===== src/rtl/opseq_pkg.sv =====
// opseq_pkg: shared state encoding and power-on defaults for the operand-sequence generator
package opseq_pkg;
  typedef enum logic [1:0] {IDLE, RUN, DONE} opseq_state_t;
  localparam int OPSEQ_FIRST = 1;
  localparam int OPSEQ_STEP  = 2;
  localparam int OPSEQ_LEN   = 100;
endpackage


===== src/rtl/rgst.sv =====
// rgst: loadable register with synchronous reset to a parameterised value
module rgst #(
  parameter int W = 8,
  parameter logic [W-1:0] RV = '0
) (
  input  logic         clk,
  input  logic         rst,
  input  logic         ld,
  input  logic [W-1:0] d,
  output logic [W-1:0] q
);
  always_ff @(posedge clk)
    if (rst) q <= RV;
    else if (ld) q <= d;
endmodule


===== src/rtl/opseq_gen.sv =====
// opseq_gen: emits an arithmetic progression of len terms over a valid/ready handshake
module opseq_gen
  import opseq_pkg::*;
#(
  parameter int W  = 8,
  parameter int CW = 8
) (
  input  logic          clk,
  input  logic          rst,
  input  logic          start,
  input  logic [W-1:0]  first,
  input  logic [W-1:0]  step,
  input  logic [CW-1:0] len,
  output logic [W-1:0]  x,
  output logic          x_vld,
  input  logic          x_rdy,
  output logic          busy,
  output logic          done
);
  opseq_state_t state, nxt;
  logic [W-1:0] step_q;
  logic [CW-1:0] len_q, cnt;
  logic go, hs, last;
  assign go   = state == IDLE && start;
  assign hs   = state == RUN && x_rdy;
  assign last = cnt == len_q - CW'(1);
  rgst #(.W(W), .RV(W'(OPSEQ_STEP))) u_step (
    .clk(clk), .rst(rst), .ld(go), .d(step), .q(step_q)
  );
  rgst #(.W(CW), .RV(CW'(OPSEQ_LEN))) u_len (
    .clk(clk), .rst(rst), .ld(go), .d(len), .q(len_q)
  );
  // go and hs are mutually exclusive, so one load enable serves both sources
  rgst #(.W(W)) u_x (
    .clk(clk), .rst(rst), .ld(go | hs), .d(go ? first : x + step_q), .q(x)
  );
  rgst #(.W(CW)) u_cnt (
    .clk(clk), .rst(rst), .ld(go | hs), .d(go ? '0 : cnt + CW'(1)), .q(cnt)
  );
  always_ff @(posedge clk)
    if (rst) state <= IDLE;
    else state <= nxt;
  always_comb begin
    nxt = state == IDLE ? (start ? (len == '0 ? DONE : RUN) : IDLE) :
          state == RUN  ? (hs && last ? DONE : RUN) : IDLE;
  end
  assign x_vld = state == RUN;
  assign busy  = state != IDLE;
  assign done  = state == DONE;
endmodule

===== config.mk =====
export PLATFORM = sky130hd
export DESIGN_NAME = opseq_gen
export DESIGN_NICKNAME = d
export VERILOG_FILES = /design/src/rtl/opseq_pkg.sv /design/src/rtl/rgst.sv /design/src/rtl/opseq_gen.sv
export SDC_FILE = /design/constraint.sdc
export NUM_CORES = 1
export LEC_CHECK = 0
export CAP_MARGIN = 20
export CORE_MARGIN = 5
export CORE_UTILIZATION = 51
export CTS_BUF_LIST = sky130_fd_sc_hd__clkbuf_16
export CTS_CLUSTER_SIZE = 28
export DETAILED_ROUTE_END_ITERATION = 10
export PLACE_DENSITY = 0.8
export RECOVER_POWER = 100
export SLEW_MARGIN = 20
export SYNTH_ARGS = -nofsm -noshare
export SYNTH_HDL_FRONTEND = slang
export SYNTH_SLANG_ARGS = --single-unit

===== constraint.sdc =====
create_clock -name clk -period 2.7 [get_ports clk]
set_clock_uncertainty 0.1 [all_clocks]
set_input_delay 0.675 -clock clk [delete_from_list [all_inputs] [get_ports clk]]
set_output_delay 0.675 -clock clk [all_outputs]
set_load 0.02 [all_outputs]

==> summary.txt, run 1 <==
Timing
  • Fin. max-slew vios: 0
  • Crit share post-route: 87.7%
  • Setup_tns: 0 ns
  • WHS: 0.357 ns
  • RSZ-0062 raised after global routing: false
  • Worst-Margin Slew: 0.551 ns
  • Post-layout min period: 2.37 ns
  • Final setup vio count: 0
  • Slew HR: 62.9%
  • Fmax: 0.422 GHz
  • Final Hold Viols: 0

Place
  • # port buffers: 38
  • Cell Count Post-Placement: 324
  • Gpl congestion: 0.912
  • Hpwl dp: 3300 µm

Yosys
  • Gate count of the mapped netlist: 243
  • Number of synthesized flops with an enable pin: 0
  • Synthesized flop and latch total: 34
  • Post-synth top area cell: dfxtp_1
  • Sequential share of the synthesized area: 36.0%
  • Mean Syn Cell Area: 7.79 µm²
  • Main synth FF type: dfxtp_1
  • Top cell type's share of synthesized area: 36.0%
  • Most frequent cells after synthesis: nand2_1 (49), dfxtp_1 (34), nor2_1 (25)
  • Syn Nets: 281
  • Post-synth ARST share: 0%
  • Synth unique cells: 38
  • Warnings from Yosys: 0
  • Area contributors post-synth: dfxtp_1 (36%), nand2_1 (9.7%), ha_1 (5.9%)
  • Synthesized area: 0.00189 mm²
  • Most frequent cell after synthesis: nand2_1

Clocking
  • # hold bufs at CTS: 0
  • Clock tree sinks: 34
  • Post-CTS setup buffer count: 0
  • CTS root buffer: clkbuf_16
  • Number of gates resized after cts: 0
  • Bufs on Longest Clock Path: 2
  • CTS tree: yes
  • Clock latency on the worst-skew pair: 0.27 ns
  • Clk slew on worst S/H paths: 0.05 ns
  • Num CTS Buffers: 5
  • # H-tree levels: 2

Setup path
  • Slowest stage delay, CP: 0.67 ns
  • Worst EP arrival: 1.59 ns
  • Worst path buffer plus inverter count: 2
  • Slowest stage cell, crit path: dlygate4sd3_1
  • Delay-heaviest family, CP: buffers and inverters
  • Crit. End Element: primary output
  • CP max FO: 4
  • Critical Path RT: 1.92 ns
  • Critical path, cell by cell: nor2b_1 -> buf_4 -> dlygate4sd3_1
  • Setup CP Type: reg2out
  • CP startpoint kind: flop

Layout
  • Layout Cells excl Fill: 332
  • Ant diodes: 0
  • Share of post-route cells with drive strength above 1: 4.23%
  • Fin nets: 321
  • Layout Utilization: 67.8%
  • Syn-to-layout area delta: 30.1%
  • Fillers: 318

Power
  • Worst VDD drop: 0.381 mV
  • Lkg Pwr: 0.000999 µW
  • Cell Int Power: 1010 µW
  • Sw frac: 28.0%
  • Clock power frac: 37.9%
  • Flop pwr share: 40.3%
  • Psw: 394 µW
  • Total chip power: 1410 µW
  • PwrDens: 572 mW/mm²
  • Comb power frac: 21.9%

Detailed routing
  • Routed WL: 4610 µm
  • Drt drc: 0
  • Wirelength per Cell: 13.9 µm
  • DR pass1 iterations: 4
  • Detailed-route via count: 1824
  • Initial drt markers: 133
  • Final ANT Viol Nets: 0
  • Drt via density: 5.49

Run status
  • Outcome: complete, no violations

Floorplan
  • Initial Util: 52.1%
  • Die W: 70.9 µm
  • IO Count: 39
  • Die footprint: 0.00503 mm²
  • Core Footprint: 0.00363 mm²
  • Die height: 70.9 µm
  • Rows: 22

Hold path
  • Hold Path Class: reg2reg

Global routing
  • First-pass GRT wire length: 8040 µm
  • Initial antenna violation count: 0
  • Total GRT Usage: 19.5%
  • Largest net degree at the start of global routing: 23
  • Total gr overflow: 0
  • Number of global-route vias before repair: 1810

Job
  • MaxCap Viol Count: 0
[power groups by stage]
| stage | registers, µW | clock network, µW | logic (µW) |
|---|---|---|---|
| after global routing | 571 | 552 | 344 |
| after CTS | 567 | 538 | 320 |
| after detailed placement | 577 | 0 | 316 |
| final | 567 | 533 | 308 |
| after floorplan | 584 | 0 | 181 |
| after global placement | 576 | 0 | 311 |
[sequential cells by signal, summed over array words and instances (netlist names)]
name,cells
state,2
u_cnt.q,8
u_len.q,8
u_step.q,8
u_x.q,8
[per-stage QoR]
stage	setup slack [ns]	cell area, µm²
final	0.332	2460
after global routing	0.204	2460
after CTS	0.396	2480
after detailed placement	0.445	2340
after global placement	0.473	2340
after floorplan	0.383	1890
[layout make-up]
cell class | count | area (µm²) | area share (%)
Inverter | 7 | 26.3 | 1.07
Clock inverter | 3 | 12.5 | 0.508
Multi-Input combinational cell | 189 | 1130 | 45.9
Sequential cell | 34 | 681 | 27.6
Tap cell | 48 | 60.1 | 2.44
Clock buffer | 5 | 125 | 5.08
Timing Repair Buffer | 46 | 429 | 17.4
[cells by family (layout without fill, tap and decap cells)]
group                    after synthesis  after routing  share of synthesized area (%)
AO/OA/AOI/OAI                         42             42                           14.5
XOR/XNOR                              20             20                           9.65
adder cells (fa/ha/maj)               10             10                           7.01
buffers and inverters                 20             61                           4.03
flip-flops                            34             34                           36.0
multiplexers                           3              3                           1.59
AND/OR/NAND/NOR                      114            114                           27.3
[worst paths after layout]
check,from,to,slack (ns),cells past startpoint
hold reg to reg,u_step.q[0],u_step.q[0],0.36,2
setup reg to reg,u_x.q[0],u_x.q[6],0.41,9
hold / removal,u_step.q[0],u_step.q[0],0.36,2
setup / recovery,state[0],x_vld,0.33,3
[routing by layer]
layer,global-route usage (%),up-vias,routed length (µm)
li1,-,918,-
met1,24.8,837,2080
met2,31.7,63,2180
met3,5.26,6,306
met4,7.10,0,50
met5,0,-,0
[placed cells by master (no fill, tap or decap), types with 5 or more instances in the layout]
cell	netlist	routed
clkbuf_16	0	5
inv_1	7	8
buf_4	0	5
xnor2_1	8	8
nand3_1	9	9
nor2_1	25	25
clkdlybuf4s50_1	0	26
xor2_1	11	11
dlygate4sd3_1	0	12
a21oi_1	20	20
ha_1	9	9
nand2_1	49	49
dfxtp_1	34	34
nor3_1	10	10
[worst reg2reg max path, cell delays in order (launching register included)]
cell	delay [ns]
dfxtp_1	0.34
ha_1	0.18
inv_1	0.05
fa_1	0.37
nor2b_1	0.16
o21a_1	0.15
o21a_1	0.13
nor2_1	0.06
or4b_1	0.46
a311oi_1	0.21
(Power assumes the default switching activity.)
==> run 2, diff against run 1 <==
CORE_UTILIZATION = 46   (was 51)
PLACE_DENSITY = 0.76   (was 0.8)
clock period = 1.9 ns   (was 2.7 ns; I/O delays follow)
==> summary.txt, run 2 (synthesis results as in run 1) <==
Run status
  • Outcome: complete, but fails checks
  • Failing checks: negative setup slack

Setup path
  • Critical Path RT: 1.99 ns
  • Worst setup path end: u_x.q[6]
  • Worst R2R End: u_x.q[6]
  • CP max FO: 2
  • Crit. End Element: flop
  • Worst reg2reg setup slack: -0.29 ns
  • Worst EP arrival: 2.27 ns
  • Setup CP Type: reg2reg
  • CP startpoint kind: flop
  • FF-to-FF Start: u_x.q[0]
  • Reg2Reg Depth: 9
  • Crit path from: u_x.q[0]

Floorplan
  • Rows: 23
  • Core Footprint: 0.00400 mm²
  • Die height: 74.2 µm
  • Initial Util: 47.3%
  • Die W: 74.2 µm
  • Die footprint: 0.00550 mm²
  • IO Count: 39

Global routing
  • Initial antenna violation count: 0
  • Largest net degree at the start of global routing: 20
  • Total GRT Usage: 19.6%
  • First-pass GRT wire length: 8180 µm
  • Number of global-route vias before repair: 1824
  • Total gr overflow: 0

Place
  • Pre-CTS WS: -0.416 ns
  • # port buffers: 38
  • Hpwl dp: 3640 µm
  • Gpl congestion: 0.796
  • Cell Count Post-Placement: 343

Layout
  • Fin nets: 345
  • Commonest non-fill, non-tap cells in the layout: nand2_1 (49), clkdlybuf4s50_1 (29), dfxtp_1 (28)
  • Layout Utilization: 68.0%
  • Syn-to-layout area delta: 43.6%
  • Share of post-route cells with drive strength above 1: 17.6%
  • Layout Cells excl Fill: 357
  • Commonest non-fill, non-tap cell in the layout: nand2_1
  • Ant diodes: 0

Timing
  • Worst-Margin Slew: 0.405 ns
  • WHS: 0.363 ns
  • RSZ-0062 raised after global routing: true
  • Post-layout min period: 2.19 ns
  • Post-route setup slack: -0.285 ns
  • Final Hold Viols: 0
  • Crit share post-route: 115%
  • Setup_tns: -0.398 ns
  • Fmax: 0.458 GHz
  • Slew HR: 73.0%
  • Final setup vio count: 2
  • Fin. max-slew vios: 0

Clocking
  • CTS root buffer: clkbuf_16
  • # hold bufs at CTS: 0
  • Clock tree sinks: 34
  • CTS tree: yes
  • Clk slew on worst S/H paths: 0.05 ns
  • # H-tree levels: 2
  • Clock latency on the worst-skew pair: 0.28 ns
  • Num CTS Buffers: 5
  • Bufs on Longest Clock Path: 2

Detailed routing
  • DR pass1 iterations: 6
  • Routed WL: 5020 µm
  • Initial drt markers: 75
  • Drt drc: 0
  • Detailed-route via count: 1894
  • Final ANT Viol Nets: 0
  • Drt via density: 5.31
  • Wirelength per Cell: 14.1 µm

Hold path
  • Hold Path Class: reg2reg

Job
  • MaxCap Viol Count: 0

Power
  • Lkg Pwr: 0.00112 µW
  • PwrDens: 763 mW/mm²
  • Worst VDD drop: 0.459 mV
[run 2: where the power goes]
part           leakage [µW]  switching, µW  total (µW)  internal (µW)
Sequential         0.000281           42.6         807            764
Clock             0.0000685            277         744            467
Combinational      0.000770            261         524            263
[run 2: how the worst min path moves through the flow]
stage | startpoint | end | depth (start not counted)
6_report | u_step.q[6] | u_step.q[6] | 2
5_1_grt | u_step.q[6] | u_step.q[6] | 2
4_1_cts | u_step.q[6] | u_step.q[6] | 2
3_5_place_dp | u_step.q[6] | u_step.q[6] | 2
3_3_place_gp | u_step.q[5] | u_step.q[5] | 2
2_1_floorplan | u_step.q[2] | u_step.q[2] | 2
[run 2: stage by stage]
stage	instance area [µm²]	power, µW
after global routing	2720	2190
after detailed placement	2530	1320
after floorplan	1950	1100
after CTS	2690	2080
after global placement	2530	1310
final	2720	2070
[run 2: layout make-up]
type	instances	area, µm²
multi-input combinational	189	1210
clock buffer	5	125
clock inverter	2	7.51
inverter	7	26.3
timing repair buffer	70	596
tap	50	62.6
fill	361	1280
sequential	34	691
[run 2: per-layer routing]
metal	GRT usage, %	vias up	part of all wire, %
li1	-	958	-
met1	22.0	886	42
met2	35.2	44	52
met3	4.86	6	4.6
met4	7.65	0	1.4
met5	0	-	0
[run 2: what timing repair did]
| action | in CTS | in global routing |
|---|---|---|
| setup buffers | 3 | 4 |
| cloned | 0 | 0 |
| resized for setup | 12 | 8 |
| endpoints found under the setup margin | 9 | 7 |
| pin swaps | 8 | 7 |
[run 2: critical path, stage by stage (launching register included)]
cell and delay, ns:
dfxtp_4 0.36, ha_4 0.13, inv_2 0.03, fa_2 0.34, nor2b_2 0.14, o21a_1 0.14, o21a_1 0.13, nor2_1 0.05
or4b_1 0.46, a311oi_1 0.22
==> run 3, diff against run 2 <==
RECOVER_POWER = 50   (was 100)
==> summary.txt, run 3 (synthesis results as in run 1) <==
Hold path
  • HP Start: u_step.q[6]
  • Hold Path Class: reg2reg
  • Hold path cells: 2

Setup path
  • Setup CP Type: reg2reg
  • Worst EP arrival: 2.25 ns
  • Slowest stage delay, CP: 0.46 ns
  • Worst path most repeated cell: o21a_1
  • Reg2Reg Depth: 9
  • CP startpoint kind: flop
  • Crit path from: u_x.q[0]
  • FF-to-FF Start: u_x.q[0]
  • Delay-heaviest family, CP: simple AND/OR/NAND/NOR gates
  • CP max FO: 2
  • Worst path buffer plus inverter count: 1
  • Slowest stage cell, crit path: or4b_1
  • Crit. End Element: flop
  • Worst path depth: 9
  • Critical Path RT: 1.99 ns
  • Critical path, cell by cell: ha_4 -> inv_2 -> fa_2 -> nor2b_2 -> o21a_1 -> o21a_1 -> nor2_1 -> or4b_1 -> a311oi_1

Detailed routing
  • Initial drt markers: 76
  • DR pass1 iterations: 4
  • Routed WL: 5000 µm
  • Drt via density: 5.26
  • Final ANT Viol Nets: 0
  • Wirelength per Cell: 14.0 µm
  • Drt drc: 0
  • Detailed-route via count: 1878

Global routing
  • Largest net degree at the start of global routing: 20
  • Total GRT Usage: 19.6%
  • First-pass GRT wire length: 8180 µm
  • Number of global-route vias before repair: 1824
  • Total gr overflow: 0
  • Initial antenna violation count: 0

Floorplan
  • Initial Util: 47.3%
  • Die footprint: 0.00550 mm²
  • Rows: 23
  • Core Footprint: 0.00400 mm²
  • Die height: 74.2 µm
  • IO Count: 39
  • Die W: 74.2 µm

Layout
  • Commonest non-fill, non-tap cell in the layout: nand2_1
  • Fillers: 357
  • Commonest non-fill, non-tap cells in the layout: nand2_1 (49), clkdlybuf4s50_1 (29), buf_4 (27), dfxtp_1 (27), nor2_1 (25)
  • Storage element area: 694 µm²
  • Share of post-route cells with drive strength above 1: 18.2%
  • Fin nets: 345
  • Syn-to-layout area delta: 44.0%
  • Ant diodes: 0
  • Multi-input gate area: 0.00121 mm²

Timing
  • Crit share post-route: 114%
  • Fmax: 0.462 GHz
  • Fin. max-slew vios: 0
  • Final Hold Viols: 0
  • Setup_tns: -0.379 ns
  • Final setup vio count: 2
  • Worst-Margin Slew: 0.405 ns
  • Post-layout min period: 2.16 ns
  • Post-route setup slack: -0.264 ns
  • Slew HR: 73.0%
  • RSZ-0062 raised after global routing: true

Clocking
  • Num CTS Buffers: 5
  • Bufs on Longest Clock Path: 2
  • CTS root buffer: clkbuf_16
  • CTS tree: yes
  • Clock latency on the worst-skew pair: 0.28 ns
  • # hold bufs at CTS: 0
  • # H-tree levels: 2
  • Clk slew on worst S/H paths: 0.05 ns
  • Clock tree sinks: 34

Place
  • # port buffers: 38
  • Gpl congestion: 0.796
  • Hpwl dp: 3640 µm

Run status
  • Failing checks: negative setup slack
  • Outcome: complete, but fails checks

Power
  • Total chip power: 2080 µW
  • Worst VDD drop: 0.459 mV
  • Lkg Pwr: 0.00113 µW
  • PwrDens: 761 mW/mm²

Job
  • MaxCap Viol Count: 0
run 3: area by class of cell:
type                            count  share of cell area (%)
Clock inverter                      2                   0.275
Timing Repair Buffer               70                    22.0
Inverter                            7                   0.964
Tap cell                           50                    2.29
Sequential cell                    34                    25.5
Clock buffer                        5                    4.59
Multi-Input combinational cell    189                    44.4
run 3: final timing paths:
check                                    to  slack (ns)
worst max-delay path               u_x.q[6]       -0.26
worst min-delay path            u_step.q[6]        0.36
worst max register to register     u_x.q[6]       -0.26
worst min register to register  u_step.q[6]        0.36
run 3: worst register-to-register path, stage by stage (launching register included):
cell and delay [ns]:
dfxtp_4 0.35, ha_4 0.13, inv_2 0.03, fa_2 0.34, nor2b_2 0.14, o21a_1 0.14
o21a_1 0.13, nor2_1 0.05, or4b_1 0.46, a311oi_1 0.21
run 3: power by group:
part           internal [µW]  leakage, µW  total [µW]  switching (µW)
logic                    265     0.000775         525             260
clock network            467    0.0000685         744             277
registers                764     0.000281         807            42.5
total                   1500      0.00113        2080             580
run 3: timing repair:
item,CTS,global route
buffers inserted,3,4
hold endpoints to repair,0,0
setup endpoints to repair,9,7
gates resized for setup,12,8
pin swaps,8,7
run 3: routing by layer:
metal | wire (µm) | vias to the layer above | track usage [%] | share of wire [%]
met5 | 0 | - | 0 | 0
met4 | 69 | 0 | 7.65 | 1.4
met3 | 230 | 6 | 4.86 | 4.6
met2 | 2560 | 43 | 35.2 | 51
met1 | 2140 | 871 | 22.0 | 43
li1 | - | 958 | - | -
run 3: through the flow:
stage / utilization, % / area [µm²] / std cells / worst slack, ns / hold slack [ns]
4_1_cts: 67.2 / 2690 / 353 / -0.272 / 0.368
6_report: 68.2 / 2730 / 357 / -0.264 / 0.363
5_1_grt: 68.2 / 2730 / 357 / -0.361 / 0.401
3_5_place_dp: 63.2 / 2530 / 343 / -0.416 / 0.360
2_1_floorplan: - / 1950 / 243 / -0.295 / 0.340
3_3_place_gp: 63.2 / 2530 / 343 / -0.338 / 0.349
